--- src/rtl/bcd_tick_counter.sv ---
// bcd_tick_counter: packed multi-digit BCD event counter with IDLE/RUN/PAUSE control.
// Optional feature macro DOWN_COUNT_EN adds dir-selected down counting with borrow.
module bcd_tick_counter #(
   parameter int DIGITS = 4
) (
   input  logic                clock,
   input  logic                reset,
   input  logic                tick,
   input  logic                start_stop,
   input  logic                clear,
   input  logic                dir,
   output logic [4*DIGITS-1:0] count,
   output logic                running,
   output logic                wrap
);

   localparam int CW = 4 * DIGITS;

   localparam logic [1:0] IDLE  = 2'b00;
   localparam logic [1:0] RUN   = 2'b01;
   localparam logic [1:0] PAUSE = 2'b10;

   logic [1:0]  state;
   logic [1:0]  state_nxt;
   logic        step_en;
   logic [CW:0] step_res;

   // Returns {roll-over, incremented value}; out-of-range digits behave as 9.
   function automatic logic [CW:0] bcd_inc(input logic [CW-1:0] v);
      logic [CW-1:0] r;
      logic [3:0]    d;
      logic          c;
      c = 1'b1;
      r = v;
      for (int i = 0; i < DIGITS; i++) begin
         d = v[4*i +: 4];
         if (c) begin
            if (d >= 4'd9) begin
               d = 4'd0;
            end else begin
               d = d + 4'd1;
               c = 1'b0;
            end
         end
         r[4*i +: 4] = d;
      end
      return {c, r};
   endfunction

`ifdef DOWN_COUNT_EN
   // Returns {roll-over, decremented value}; out-of-range digits behave as 0.
   function automatic logic [CW:0] bcd_dec(input logic [CW-1:0] v);
      logic [CW-1:0] r;
      logic [3:0]    d;
      logic          b;
      b = 1'b1;
      r = v;
      for (int i = 0; i < DIGITS; i++) begin
         d = v[4*i +: 4];
         if (b) begin
            if ((d == 4'd0) || (d > 4'd9)) begin
               d = 4'd9;
            end else begin
               d = d - 4'd1;
               b = 1'b0;
            end
         end
         r[4*i +: 4] = d;
      end
      return {b, r};
   endfunction

   assign step_res = dir ? bcd_dec(count) : bcd_inc(count);
`else
   logic unused_dir;
   assign unused_dir = dir;
   assign step_res   = bcd_inc(count);
`endif

   assign step_en = (state == RUN) && tick;

   always_comb begin
      state_nxt = state;
      if (clear) begin
         state_nxt = IDLE;
      end else begin
         case (state)
            IDLE:    if (start_stop) state_nxt = RUN;
            RUN:     if (start_stop) state_nxt = PAUSE;
            PAUSE:   if (start_stop) state_nxt = RUN;
            default: state_nxt = IDLE;
         endcase
      end
   end

   always_ff @(posedge clock or negedge reset) begin
      if (!reset) begin
         state   <= IDLE;
         running <= 1'b0;
         count   <= '0;
         wrap    <= 1'b0;
      end else begin
         state   <= state_nxt;
         running <= (state_nxt == RUN);
         if (clear) begin
            count <= '0;
            wrap  <= 1'b0;
         end else if (step_en) begin
            count <= step_res[CW-1:0];
            wrap  <= step_res[CW];
         end else begin
            wrap  <= 1'b0;
         end
      end
   end

endmodule

--- config.mk ---
export PLATFORM = sky130hd
export DESIGN_NAME = bcd_tick_counter
export DESIGN_NICKNAME = d
export VERILOG_FILES = /design/src/rtl/bcd_tick_counter.sv
export SDC_FILE = /design/constraint.sdc
export NUM_CORES = 1
export LEC_CHECK = 0
export BUFFER_PORTS_ARGS = -buffer_cell sky130_fd_sc_hd__buf_4
export CORE_ASPECT_RATIO = 1.5
export CORE_MARGIN = 3
export CORE_UTILIZATION = 58
export DETAILED_ROUTE_END_ITERATION = 8
export GPL_TIMING_DRIVEN = 0
export PLACE_DENSITY = 0.83
export SLEW_MARGIN = 20
export SYNTH_ARGS = -nofsm -noshare
export SYNTH_HDL_FRONTEND = slang
export SYNTH_SLANG_ARGS = --single-unit
--- constraint.sdc ---
create_clock -name clock -period 5.1 [get_ports clock]
set_input_delay 0.255 -clock clock [delete_from_list [all_inputs] [get_ports clock]]
set_output_delay 0.255 -clock clock [all_outputs]
set_load 0.02 [all_outputs]
Yosys cells after proc, flatten, opt, wreduce, memory -nomap -nowiden:

Index checks and enable logic that the tools add are counted.

* output and inout bits: 18
* bits in registers: 20

* $lt $le $gt $ge: 4
* eq/ne operators: 3
* muxes and demuxes: 22
* add/subtract/negate cells: 4
* reduce and logical (&&, ||, !) cells: 10

Operators with widths (number)
* two-way mux 16 bit: 2
* two-way mux 4 bit: 7
* adder 4 x 1 -> 4 bit (second input constant): 4
* >= comparator 4 bit (second input constant): 4
* two-way mux 1 bit: 9
* nonzero test 2 bit: 4
* two-way mux 2 bit: 3
* AND reduction 2 bit: 3
* == test 2 x 1 -> 1 bit (second input constant): 2
* one-hot mux 2 bit (2 select lines): 1
* == test 2 bit (second input constant): 1
* logical NOT 2 bit: 1
* OR reduction 2 bit: 1
* logical AND 1 bit: 1

Depth between registers and ports, before layout:

* depth after elaboration: 7
* gate-level depth with buffers: 7
* mapped depth without buffers: 6

Worst setup path before layout:

Ideal clock, no wire load.

* kind: register to register
* start: reg count[1]
* end: reg count[7]
* data arrival time: 1.708 ns
* setup time: 0.136 ns
* data required time: 4.964 ns
* cell stages (with the launch flop): 8
* path slack: 3.256 ns
* path buffers: 1
* cell sequence: dfrtp_1 > inv_1 > ha_1 > or3b_4 > and3_4 > buf_6 > a41oi_1 > nor3_1

* word-level cells in the longest chain between the ends: 4

RTL lines
* start: declaration: line 12 `output logic [4*DIGITS-1:0] count,`
* start signal: assignment: line 109 `count <= step_res[CW-1:0];`
* >= comparator 4 bit: line 38 `if (d >= 4'd9) begin`
* two-way mux 1 bit: line 38
* nonzero test 2 bit (no line)
* AND reduction 2 bit (no line)

Every way passes these cells.
A chain may end at the register's enable or synchronous reset.

Worst setup path in the final report:

* start: reg count[0]
* end: reg count[7]

The elaborated chain is that of the path after synthesis.

==> flow_metrics.py <==
metrics = {
    "cts": {
        "numClockSinks": 20,
        "cts_buffers": 3,
        "cts.repair.resized": 0,
        "htreeDepth": 1,
        "clockBufferDepth": 2,
        "cts-hold-fix-buffers": 1,
        "cts_setup_buffers": 0,
        "cts-root-buf": "clkbuf_4",
        "clk_pin_slew_ps": 120,
        "cts_tree": "built",
        "insertion_delay_ps": 300,
    },
    "setup_path": {
        "cp_top_family": "simple AND/OR/NAND/NOR gates",
        "cp.arrival_ps": 2030,
        "worstSetupEndpointType": "flip-flop",
        "start_kind": "flip-flop",
        "worst-endpoint-required_ps": 5270,
        "crit_chain": "ha_1 -> or3b_4 -> and3_4 -> buf_6 -> a41oi_1 -> nor3_1",
        "slowest_stage": "dfrtp_1",
        "path_max_fanout": 10,
        "cp_num_buf_inv": 1,
        "criticalPathCategory": "flip-flop to flip-flop",
        "cp_slowest_stage_delay_ps": 480,
    },
    "pwr": {
        "worst_ir_drop_vdd_mv": 0.2035,
        "leakagePower_nw": 0.6674,
        "power_density_mw_per_mm2": 179.7,
    },
    "logic_synthesis": {
        "syn_inst": 129,
        "yosysWarnings": 0,
        "synth_edf_count": 0,
        "ys_async_sr_fraction_pct": 100.0,
        "synth_top_area_share_pct": 40.94,
        "syn-cell-area_sq_mm": 0.001222,
        "syn_area_per_cell_sq_um": 9.476,
        "synth_cell_types": 40,
        "synth_seq_cells": 20,
        "synthFlopType": "dfrtp_1",
        "ys_top_cells_by_area": "dfrtp_1 (41%), ha_1 (12%), a21oi_1 (5.3%)",
        "synth_seq_area_share_pct": 40.94,
        "yosysTopAreaCell": "dfrtp_1",
        "synthesis.nets": 147,
    },
    "sta": {
        "worst_slack_ps": 3234,
        "setup-tns-final_ps": 0,
        "max_freq_mhz": 535.9,
        "fin_skew_ps": 9.551,
        "relSlewSlack_pct": 54.65,
        "tightest_slew_ps": 676.2,
        "rsz0062_at_grt": "false",
        "drv_slew": 0,
        "finalCritPeriodShare_pct": 36.59,
        "setup_viol": 0,
        "finalHoldViolations": 0,
        "finalWorstPathRequiredPeriod_ps": 1866,
    },
    "grt": {
        "grt.overflow.total": 0,
        "grt_pass1_vias": 1052,
        "grt.total_usage_pct": 20.91,
        "grt_pass1_wl_mm": 4.436,
        "grt_max_degree": 21,
        "antenna_found_initial": 0,
    },
    "placed_design": {
        "dpl.hpwl_mm": 2.022,
        "gp_congestion": 0.7999,
        "port_buffers": 22,
        "pre_cts_ws_ps": 3268,
    },
    "finish": {
        "area_growth_pct": 18.32,
        "fillCellCount": 158,
        "num-nets-final": 175,
        "drive_above_1_share_pct": 22.58,
        "num_antenna_cells": 0,
    },
    "drt": {
        "vias": 1063,
        "drt_first_pass_iters": 4,
        "postRouteWirelength_mm": 2.677,
        "wl_per_cell_um": 15.21,
        "via_per_inst": 6.040,
        "drc_errors": 0,
        "drt_iter0_drc": 16,
        "ant_nets": 0,
    },
    "status": {
        "status": "complete, no violations",
    },
    "die": {
        "core_area_sq_mm": 0.001926,
        "dieWidth_um": 43.49,
        "pin_count": 24,
        "rows": 19,
        "die_area_sq_mm": 0.002706,
        "start_util_pct": 63.48,
        "die_h_um": 62.23,
    },
    "job": {
        "max_cap_viol_count": 0,
    },
    "min_path": {
        "min_path_type": "primary input to flip-flop",
    },
}
[sequential cells by signal, summed over array words and instances, names as in the netlist]
signal   cells
count       16
state        2
running      1
wrap         1
[logic make-up after synthesis]
kind of cell	Yosys count	share of synthesized area, %
DFF	20	40.94
adders and majority gates	12	12.28
AOI/OAI and AO/OA	32	17.81
and+or+nand+nor	49	23.13
buffers and inverters	16	5.834
[cells in the mapped netlist (all sizes together) (2+ instances only)]
library cell / number
a32o: 2
nand3: 9
clkbuf: 2
inv: 12
or3b: 3
nand4b: 2
dfrtp: 20
nand2: 7
o31ai: 2
buf: 2
a21oi: 13
nor2: 10
nand4: 4
ha: 12
nor3: 6
o21ai: 4
[through the flow]
step | instance area (sq um) | std cells | power (mW) | util [%] | hold slack (ps)
2_1_floorplan | 1222 | 129 | 0.1764 | - | -40.59
3_3_place_gp | 1414 | 172 | 0.1863 | 73.42 | 147.6
3_5_place_dp | 1414 | 172 | 0.1874 | 73.42 | 149.6
4_1_cts | 1446 | 176 | 0.2607 | 75.11 | 240.0
5_1_grt | 1446 | 176 | 0.2690 | 75.11 | 252.6
6_report | 1446 | 176 | 0.2600 | 75.11 | 249.3
[final cells by class]
class,count,area [sq um],area share [%]
multi-input combinational,93,650.6,44.98
clock buffer,3,22.52,1.557
buffer,4,26.28,1.817
tap,21,26.28,1.817
timing repair buffer,23,175.2,12.11
inverter,12,45.04,3.114
sequential,20,500.5,34.60
[per-layer routing]
layer,vias up,track usage [%],share of wire (%)
met5,-,0,0
li1,524,-,-
met1,518,22.99,40
met3,2,2.023,2.9
met4,0,7.170,0.64
met2,19,39.44,56
[worst paths after layout]
check	cells past startpoint	endpoint	startpoint	slack (ps)
max in group asynchronous	2	count[5]	reset	4530
min reg2reg	2	count[1]	count[1]	600
min	3	running	start_stop	250
max reg2reg	6	count[7]	count[0]	3230
min in group asynchronous	2	count[0]	reset	360
max	6	count[7]	count[0]	3230
[placed cells by master (no fill, tap or decap), types with 2 or more instances in the layout]
cell and n:
inv_1 12, nand4_1 4, nor3_1 6, nand2_1 7, nor2_1 10, nand3_1 8
nand4b_1 2, a32o_1 2, clkbuf_4 3, clkbuf_1 2, a21oi_1 13, buf_4 23
ha_1 12, o21ai_0 4, dfrtp_1 20
[worst min-delay path, cell delays in order]
cell,delay (ps)
buf_4,90
a21oi_1,70
nor2_1,90
[power breakdown]
part	internal [mW]	total [mW]	switching (mW)
Clock	0.0275	0.0755	0.0480
Sequential	0.160	0.162	0.00189
Combinational	0.00840	0.0221	0.0137
Power figures use the tool's default switching activity.
